File: config.mk
export PLATFORM = sky130hd
export DESIGN_NAME = fetch_unit_flat
export DESIGN_NICKNAME = d
export VERILOG_FILES = /design/src/rtl/fetch_unit_pkg.sv /design/src/rtl/fetch_unit_if.sv /design/src/rtl/fetch_unit_fifo.sv /design/src/rtl/fetch_unit.sv /design/src/flat_wrapper.sv
export SDC_FILE = /design/constraint.sdc
export NUM_CORES = 1
export LEC_CHECK = 0
export CAP_MARGIN = 20
export CORE_ASPECT_RATIO = 1.2
export CORE_UTILIZATION = 55
export CTS_CLUSTER_DIAMETER = 80
export DETAILED_ROUTE_END_ITERATION = 6
export GPL_TIMING_DRIVEN = 0
export PLACE_DENSITY_LB_ADDON = 0.2
export SYNTH_ARGS = -nofsm -noshare
export SYNTH_HDL_FRONTEND = slang
export SYNTH_SLANG_ARGS = --single-unit
export TNS_END_PERCENT = 30
File: constraint.sdc
create_clock -name clk -period 11.6 [get_ports clk]
set_clock_uncertainty 0.05 [all_clocks]
set_input_delay 1.16 -clock clk [delete_from_list [all_inputs] [get_ports clk]]
set_output_delay 1.16 -clock clk [all_outputs]
set_load 0.005 [all_outputs]
File: src/rtl/fetch_unit_pkg.sv
// fetch_unit_pkg: shared constants, the buffered entry type and address helpers for the fetch stage.
package fetch_unit_pkg;
  localparam logic [31:0] NOP_INSTR        = 32'h0000_0013;
  localparam logic [31:0] RESET_PC_DEFAULT = 32'h0000_0000;
  typedef struct packed {
    logic [31:0] pc;
    logic [31:0] instr;
  } fetch_entry_t;
  function automatic logic [31:0] word_align(input logic [31:0] a);
    return {a[31:2], 2'b00};
  endfunction
endpackage

File: src/rtl/fetch_unit_if.sv
// fetch_unit_if: imem request/response, redirect and decoder handshake bundle.
interface fetch_unit_if;
  logic        imem_req_valid;
  logic        imem_req_ready;
  logic [31:0] imem_req_addr;
  logic        imem_resp_valid;
  logic [31:0] imem_resp_data;
  logic        redirect_valid;
  logic [31:0] redirect_pc;
  logic        ir_valid;
  logic [31:0] ir;
  logic [31:0] ir_pc;
  logic        ir_ready;
  modport master (
    output imem_req_valid, imem_req_addr, ir_valid, ir, ir_pc,
    input  imem_req_ready, imem_resp_valid, imem_resp_data, redirect_valid, redirect_pc, ir_ready
  );
  modport slave (
    input  imem_req_valid, imem_req_addr, ir_valid, ir, ir_pc,
    output imem_req_ready, imem_resp_valid, imem_resp_data, redirect_valid, redirect_pc, ir_ready
  );
endinterface

File: src/rtl/fetch_unit_fifo.sv
// fetch_fifo: synchronous circular buffer; flush outranks push and pop.
module fetch_fifo #(
  parameter int DATA_W = 64,
  parameter int DEPTH  = 2
) (
  input  logic                       clk,
  input  logic                       rst,
  input  logic                       push,
  input  logic                       pop,
  input  logic                       flush,
  input  logic [DATA_W-1:0]          din,
  output logic [DATA_W-1:0]          head,
  output logic [$clog2(DEPTH+1)-1:0] count,
  output logic                       empty
);
  localparam int AW = DEPTH > 1 ? $clog2(DEPTH) : 1;
  localparam int CW = $clog2(DEPTH+1);
  logic [DATA_W-1:0] mem [DEPTH];
  logic [AW-1:0]     wr_ptr, rd_ptr;
  logic              full, do_push, do_pop;
  function automatic logic [AW-1:0] inc(input logic [AW-1:0] p);
    return p == AW'(DEPTH-1) ? '0 : p + 1'b1;
  endfunction
  assign empty   = count == '0;
  assign full    = count == CW'(DEPTH);
  assign do_pop  = pop && !empty;
  assign do_push = push && (!full || do_pop);
  assign head    = mem[rd_ptr];
  always_ff @(posedge clk) begin
    if (rst || flush) begin
      wr_ptr <= '0;
      rd_ptr <= '0;
      count  <= '0;
    end else begin
      wr_ptr <= do_push ? inc(wr_ptr) : wr_ptr;
      rd_ptr <= do_pop ? inc(rd_ptr) : rd_ptr;
      count  <= count + CW'(do_push) - CW'(do_pop);
    end
  end
  always_ff @(posedge clk) begin
    if (!rst && !flush && do_push) mem[wr_ptr] <= din;
  end
  // The credit scheme upstream must make this unreachable.
  assert property (@(posedge clk) disable iff (rst) !(push && !flush && full));
endmodule

File: src/rtl/fetch_unit.sv
// fetch_unit: PC generation, credit-limited imem requests, wrong-path response dropping,
// and buffered {ir, ir_pc} delivery to decode.
module fetch_unit
  import fetch_unit_pkg::*;
#(
  parameter logic [31:0] RESET_PC  = RESET_PC_DEFAULT,
  parameter int          BUF_DEPTH = 2
) (
  input logic         clk,
  input logic         rst,
  fetch_unit_if.master bus
);
  localparam int CW = $clog2(BUF_DEPTH+1);
  logic [31:0]   fetch_pc, resp_pc, last_pc, target;
  logic [CW-1:0] outstanding, drop_cnt, fifo_count, drop_redirect;
  logic [CW:0]   inflight;
  logic          accept, push, pop, fifo_empty;
  fetch_entry_t  head, din;
  assign target   = word_align(bus.redirect_pc);
  assign inflight = {1'b0, outstanding} + {1'b0, fifo_count};
  assign bus.imem_req_valid = !rst && !bus.redirect_valid && inflight < (CW+1)'(BUF_DEPTH);
  assign bus.imem_req_addr  = word_align(fetch_pc);
  assign accept = bus.imem_req_valid && bus.imem_req_ready;
  assign push   = bus.imem_resp_valid && drop_cnt == '0 && !bus.redirect_valid;
  assign pop    = bus.ir_valid && bus.ir_ready && !bus.redirect_valid;
  assign din    = '{pc: resp_pc, instr: bus.imem_resp_data};
  assign bus.ir_valid = !fifo_empty;
  assign bus.ir       = fifo_empty ? NOP_INSTR : head.instr;
  assign bus.ir_pc    = fifo_empty ? last_pc : head.pc;
  // Everything still in flight is wrong-path after a redirect; outstanding already
  // includes earlier drops, so it alone sets the new discard count.
  assign drop_redirect = outstanding == '0 ? '0 : outstanding - CW'(bus.imem_resp_valid);
  always_ff @(posedge clk) begin
    if (rst) begin
      fetch_pc    <= RESET_PC;
      resp_pc     <= RESET_PC;
      last_pc     <= RESET_PC;
      outstanding <= '0;
      drop_cnt    <= '0;
    end else begin
      outstanding <= outstanding + CW'(accept) - CW'(bus.imem_resp_valid);
      fetch_pc    <= bus.redirect_valid ? target : accept ? fetch_pc + 32'd4 : fetch_pc;
      resp_pc     <= bus.redirect_valid ? target : push ? resp_pc + 32'd4 : resp_pc;
      last_pc     <= pop ? head.pc : last_pc;
      drop_cnt    <= bus.redirect_valid ? drop_redirect :
                     (bus.imem_resp_valid && drop_cnt != '0) ? drop_cnt - 1'b1 : drop_cnt;
    end
  end
  fetch_fifo #(.DATA_W($bits(fetch_entry_t)), .DEPTH(BUF_DEPTH)) u_fifo (
    .clk   (clk),
    .rst   (rst),
    .push  (push),
    .pop   (pop),
    .flush (bus.redirect_valid),
    .din   (din),
    .head  (head),
    .count (fifo_count),
    .empty (fifo_empty)
  );
endmodule

File: src/flat_wrapper.sv
// flat-port wrapper written by rule: the top's interface ports become plain ports
module fetch_unit_flat import fetch_unit_pkg::*;
#(
  parameter logic [31:0] RESET_PC  = RESET_PC_DEFAULT,
  parameter int          BUF_DEPTH = 2
)
  (clk, rst, bus_imem_req_valid, bus_imem_req_addr, bus_ir_valid, bus_ir, bus_ir_pc, bus_imem_req_ready, bus_imem_resp_valid, bus_imem_resp_data, bus_redirect_valid, bus_redirect_pc, bus_ir_ready);
  fetch_unit_if bus_i ();
  input logic clk;
  input logic rst;
  output wire logic [$bits(bus_i.imem_req_valid)-1:0] bus_imem_req_valid;
  output wire logic [$bits(bus_i.imem_req_addr)-1:0] bus_imem_req_addr;
  output wire logic [$bits(bus_i.ir_valid)-1:0] bus_ir_valid;
  output wire logic [$bits(bus_i.ir)-1:0] bus_ir;
  output wire logic [$bits(bus_i.ir_pc)-1:0] bus_ir_pc;
  input wire logic [$bits(bus_i.imem_req_ready)-1:0] bus_imem_req_ready;
  input wire logic [$bits(bus_i.imem_resp_valid)-1:0] bus_imem_resp_valid;
  input wire logic [$bits(bus_i.imem_resp_data)-1:0] bus_imem_resp_data;
  input wire logic [$bits(bus_i.redirect_valid)-1:0] bus_redirect_valid;
  input wire logic [$bits(bus_i.redirect_pc)-1:0] bus_redirect_pc;
  input wire logic [$bits(bus_i.ir_ready)-1:0] bus_ir_ready;
  assign bus_imem_req_valid = bus_i.imem_req_valid;
  assign bus_imem_req_addr = bus_i.imem_req_addr;
  assign bus_ir_valid = bus_i.ir_valid;
  assign bus_ir = bus_i.ir;
  assign bus_ir_pc = bus_i.ir_pc;
  assign bus_i.imem_req_ready = bus_imem_req_ready;
  assign bus_i.imem_resp_valid = bus_imem_resp_valid;
  assign bus_i.imem_resp_data = bus_imem_resp_data;
  assign bus_i.redirect_valid = bus_redirect_valid;
  assign bus_i.redirect_pc = bus_redirect_pc;
  assign bus_i.ir_ready = bus_ir_ready;
  fetch_unit #(.RESET_PC(RESET_PC), .BUF_DEPTH(BUF_DEPTH)) u_core (.clk(clk), .rst(rst), .bus(bus_i));
endmodule
-- After elaboration in Yosys (flattened, before gate mapping)
Memories as Yosys holds them, arrays and structs flattened. A register that Yosys moved wholly into a read port is not among the register bits.
Index checks and enable logic that the tools add are counted.
- magnitude comparators: 1
- eq/ne operators: 1
- reduce and logical (&&, ||, !) cells: 25
- multiplexer cells: 15
- add/subtract/negate cells: 11
- operator list (operator ; number):
    $mux W32 ; 6
    $add A32 B3 Y32 const B ; 2
    $logic_and A1 B1 Y1 ; 11
    $reduce_bool A2 Y1 ; 4
    $logic_not A2 Y1 ; 3
    $mux W1 ; 6
    $mux W2 ; 3
    $sub A2 B1 Y2 ; 3
    $add A2 B1 Y2 ; 2
    $logic_not A1 Y1 ; 4
    $add A2 B2 Y3 ; 1
    $lt A3 B2 Y1 const B ; 1
    $add A1 B1 Y1 const B ; 2
    $eq A2 B2 Y1 const B ; 1
    $logic_or A1 B1 Y1 ; 2
    $reduce_or A2 Y1 ; 1
    $sub A2 B1 Y2 const B ; 1
- memories kept: 1
- output and inout bits: 98
- word-level logic and storage cells: 64
- input port bits: 70
- bits in writable memories: 128
- flip-flop bits (word level): 104
- memory list (memory ; words ; width ; rd ports ; clocked after Yosys merged registers in ; wr ports ; RTL line ; text):
    u_core.u_fifo.mem ; 2 ; 64 ; 1 ; 1 ; 1 ; fetch_unit_fifo.sv:18 ; logic [DATA_W-1:0] mem [DEPTH];

-- Depth between registers and ports, before layout
- word-level depth: 10
- gate-level depth with buffers: 11
- depth with buffers taken out: 11

-- Modules after synthesis
A second synthesis with hierarchy kept.
- cell total of the unflattened synthesis: 923
- area, all modules: 10557.6 um^2
- by module, submodules not included (module ; cells an instance ; sequential area each (um^2) ; area each (um^2) ; times used):
    fetch_unit ; 699 ; 1921.8 ; 5665.4 ; 1
    fetch_fifo ; 224 ; 3943.8 ; 4892.2 ; 1

-- Worst setup path after synthesis
Ideal clock, no wire load.
- kind: in2reg
- start point: in bus_redirect_valid
- end point: mem u_core.u_fifo.mem[0][0], enable pin
- cell stages on the path: 5
- data required time: 10.992 ns
- path buffers: 2
- setup slack: 4.819 ns
- arrival: 6.173 ns
- library setup time: 0.558 ns
- path through: clkbuf_1 buf_1 nor3_1 inv_1 nor3_1
- word-level cells in the longest chain between the ends: 8
- elaborated cells on any way between the ends: 10
- classes of those cells: mux: 2; reduce/logical: 8
- RTL lines (item ; RTL line ; text):
    start, declared ; flat_wrapper.sv:19 ; input wire logic [$bits(bus_i.redirect_valid)-1:0] bus_redirect_valid;
    $logic_not A1 Y1 (*) ; fetch_unit_fifo.sv:41, fetch_unit.sv:24, fetch_unit.sv:25 ;
    $logic_and A1 B1 Y1 ; fetch_unit.sv:25 ; assign pop = bus.ir_valid && bus.ir_ready && !bus.redirect_valid;
    $logic_and A1 B1 Y1 ; fetch_unit_fifo.sv:26 ; assign do_pop = pop && !empty;
    $logic_or A1 B1 Y1 ; fetch_unit_fifo.sv:27 ; assign do_push = push && (!full || do_pop);
    $logic_and A1 B1 Y1 ; fetch_unit_fifo.sv:27 ;
    $logic_and A1 B1 Y1 (*) ; fetch_unit_fifo.sv:41 ; if (!rst && !flush && do_push) mem[wr_ptr] <= din;
    $mux W1 (*) ; fetch_unit_fifo.sv:41 ;
    $mux W1 (not written as such) (*) ; fetch_unit_fifo.sv:41 ;
    end, declared ; fetch_unit_fifo.sv:18 ;
Mark *: on every way between the ends. The rest lies on a longest branch, timed or not.

==> results.py <==
metrics = {
    "clock_tree": {
        "clock_path_buffers": 3,
        "ctsRootBufferMaster": "clkbuf_16",
        "insertion_delay_ns": 0.50,
        "htree_levels": 1,
        "cts_setup_buffers": 0,
        "cts_tree": "built",
        "cts.sinks": 223,
        "cts_made_buffers": 22,
        "path_clk_slew_ns": 0.06,
        "cts_resized": 0,
        "cts_hold_buf": 0,
    },
    "routing": {
        "ant_nets": 0,
        "via_count": 7907,
        "routedWlPerCell_um": 18.75,
        "finalWirelength_um": 24990,
        "drt_iter0_markers": 710,
        "first_pass_iters": 5,
        "vias_per_cell": 5.932,
        "drc": 0,
    },
    "critical_path": {
        "cp_cell_sequence": "clkbuf_1 > clkbuf_1 > mux2i_1 > a21oi_1 > clkdlybuf4s50_1",
        "path_class": "register to output pin",
        "max_stage_delay_ns": 0.69,
        "crit_buf_inv": 3,
        "cp-start-kind": "register",
        "crit_required_ns": 10.39,
        "endpoint_kind": "output pin",
        "cp_common_cell": "clkbuf_1",
        "path_delay_family": "buffers and inverters",
        "worst-endpoint-arrival_ns": 3.05,
        "path_max_fanout": 10,
        "slowest_stage": "clkbuf_1",
    },
    "status": {
        "status": "complete, no violations",
    },
    "sta": {
        "setup_tns_ns": 0,
        "final_hold_viol_count": 0,
        "fmax_ghz": 0.2345,
        "fin_crit_sh_pct": 36.77,
        "slew_viol_final": 0,
        "setup_viol": 0,
        "grt_setup_unrepaired": "false",
        "slew_headroom_pct": 35.89,
        "worst_slew_pin_slew_ns": 0.9528,
        "min_period_ns": 4.265,
    },
    "cells_and_area": {
        "design_area_um2": 12580,
        "nNetsFinal": 1176,
        "layout-drive-gt1-share_pct": 4.672,
        "syn_to_final_growth_pct": 26.60,
        "n_antenna_cell": 0,
    },
    "grt": {
        "antenna_found_initial": 0,
        "grt_pass1_vias": 7637,
        "grt_overflow": 0,
        "grt_pass1_wl_um": 39890,
        "grt_usage_pct": 26.83,
        "grt_max_degree": 63,
    },
    "yosys": {
        "synth-edff-count": 124,
        "synth_cell_types": 60,
        "synth_ff_type": "edfxtp_1",
        "postSynthCellCount": 906,
        "yosys_warnings": 0,
        "syn_area_per_cell_um2": 10.96,
        "syn_area_um2": 9933,
        "yosysSeqAreaShare_pct": 57.44,
        "ys_async_sr_fraction_pct": 0,
        "synth-seq-cells": 223,
    },
    "power_and_ir_drop": {
        "p_comb_share_pct": 10.2,
        "p_per_area_nw_per_um2": 138.7,
        "ir_worst_vdd_mv": 0.09879,
        "netSwitchingFraction_pct": 23.20,
        "p_int_mw": 1.339,
        "p_leak_nw": 4.089,
        "sequentialPowerShare_pct": 50.9,
        "p_switching_mw": 0.4046,
        "pwr-share-clk_pct": 38.9,
    },
    "floorplanning": {
        "initial_core_util_pct": 56.53,
        "io_pins": 168,
        "rows": 53,
        "die_x_um": 124.7,
        "die_y_um": 149.2,
        "coreArea_um2": 17570,
        "fp.dieArea_um2": 18600,
    },
    "place": {
        "dpl_cell_area_um2": 11890,
        "portBuffers": 160,
        "gp_congestion": 0.9877,
        "hpwl_um": 17620,
    },
    "run": {
        "max_cap_violations": 0,
    },
    "hold_path": {
        "hold_path_class": "register to register",
    },
}
[cell type report]
type / instances / area [um2]
fill: 1284 / 4997
sequential: 223 / 5705
buffer: 63 / 252.7
multi-input combinational: 590 / 3872
clock buffer: 34 / 656.9
clock inverter: 5 / 31.28
timing repair buffer: 165 / 1658
inverter: 33 / 123.9
tap: 220 / 275.3
[cells in the mapped netlist, types with 6 or more instances]
master     number  area share [%]
inv_1          31             1.2
nand4_1        21             1.3
o31ai_1         7            0.53
and4_1         19             1.7
nor2_1        114             4.3
a31oi_1        12            0.76
nor4_1         12            0.76
buf_1          11            0.42
or3_1           7            0.44
o31a_1         12             1.1
a211oi_1       40             3.0
a311oi_1        7            0.62
clkbuf_1       47             1.8
xnor2_1        12             1.1
dfxtp_1        99              20
mux2i_1        63             6.3
ha_1            7            0.88
xor2_1         13             1.1
nor3_1         16            0.81
or4_1          15             1.1
nand2_1        38             1.4
o311ai_0        9            0.79
a21oi_1        51             2.6
and3_1         11            0.69
nand3_1        24             1.2
edfxtp_1      124              37
a21boi_0       15             1.1
o211ai_1        6            0.45
a2111oi_0       7            0.62
[power by group through the flow]
stage	clock network [mW]	logic (mW)	registers [mW]
detailed placement	0	0.177	0.903
global placement	0	0.172	0.903
floorplan	0	0.0855	0.897
CTS	0.688	0.178	0.887
finish	0.678	0.178	0.888
global route	0.726	0.194	0.891
[cell families (layout without fill, tap and decap cells)]
| kind of cell | after synthesis | count (layout) | synth area share (%) |
|---|---|---|---|
| other | 1 | 4 | 0.03775 |
| AND/OR/NAND/NOR | 305 | 305 | 16.12 |
| XOR/XNOR | 25 | 25 | 2.204 |
| AO/OA/AOI/OAI | 185 | 185 | 12.97 |
| buffers and inverters | 96 | 300 | 3.791 |
| adder cells (fa/ha/maj) | 8 | 8 | 1.083 |
| flip-flops | 223 | 223 | 57.44 |
| multiplexers | 63 | 63 | 6.348 |
[path summary, 6_finish.rpt]
kind / startpoint / endpoint / slack [ns] / cells after the start
hold reg to reg: u_core.resp_pc[16]$_SDFFE_PP0P_ / u_core.u_fifo.mem[1][48]$_DFFE_PP_ / 0.41 / 0
setup reg to reg: u_core.outstanding[0]$_SDFF_PP0_ / u_core.fetch_pc[17]$_SDFFE_PP0P_ / 8.45 / 7
setup / recovery: register / bus_ir_pc[27] / 7.34 / 5
hold / removal: u_core.resp_pc[16]$_SDFFE_PP0P_ / u_core.u_fifo.mem[1][48]$_DFFE_PP_ / 0.41 / 0
[metrics by stage]
step	util [%]	total power [mW]	setup WS, ns	std cells	hold WS (ns)
finish	71.56	1.744	7.335	1333	0.4073
global route	71.56	1.810	7.268	1333	0.4399
CTS	71.56	1.753	7.355	1333	0.4087
detailed placement	67.65	1.080	7.266	1294	0.3967
global placement	67.27	1.076	1.915	1289	0.3771
floorplan	-	0.9822	4.819	909	0.3702
[placed cells by master (no fill, tap or decap), types with 19 or more instances in the layout]
cell type and n:
a21oi_1 51, clkbuf_1 54, mux2i_1 63, a211oi_1 40, nor2_1 114, edfxtp_1 124, nand4_1 21, and4_1 19
clkbuf_16 23, inv_1 31, nand3_1 24, dfxtp_1 99, nand2_1 38, clkdlybuf4s50_1 160
[layer usage]
layer | GRT usage, % | vias to the layer above | part of all wire, %
met3 | 4.268 | 68 | 6.3
met4 | 10.48 | 0 | 3.2
li1 | - | 3792 | -
met1 | 34.05 | 3707 | 41
met5 | 0 | - | 0
met2 | 46.08 | 340 | 49
[flip-flops by register name (all words and copies together), names as in the netlist, named ones only]
signal	cells
u_core.u_fifo.count	2
u_core.u_fifo.wr_ptr	1
u_core.u_fifo.rd_ptr	1
u_core.u_fifo.mem	124
u_core.resp_pc	30
u_core.fetch_pc	30
u_core.drop_cnt	2
u_core.last_pc	30
u_core.outstanding	2
Note: power is estimated with default switching activity, not from simulation.
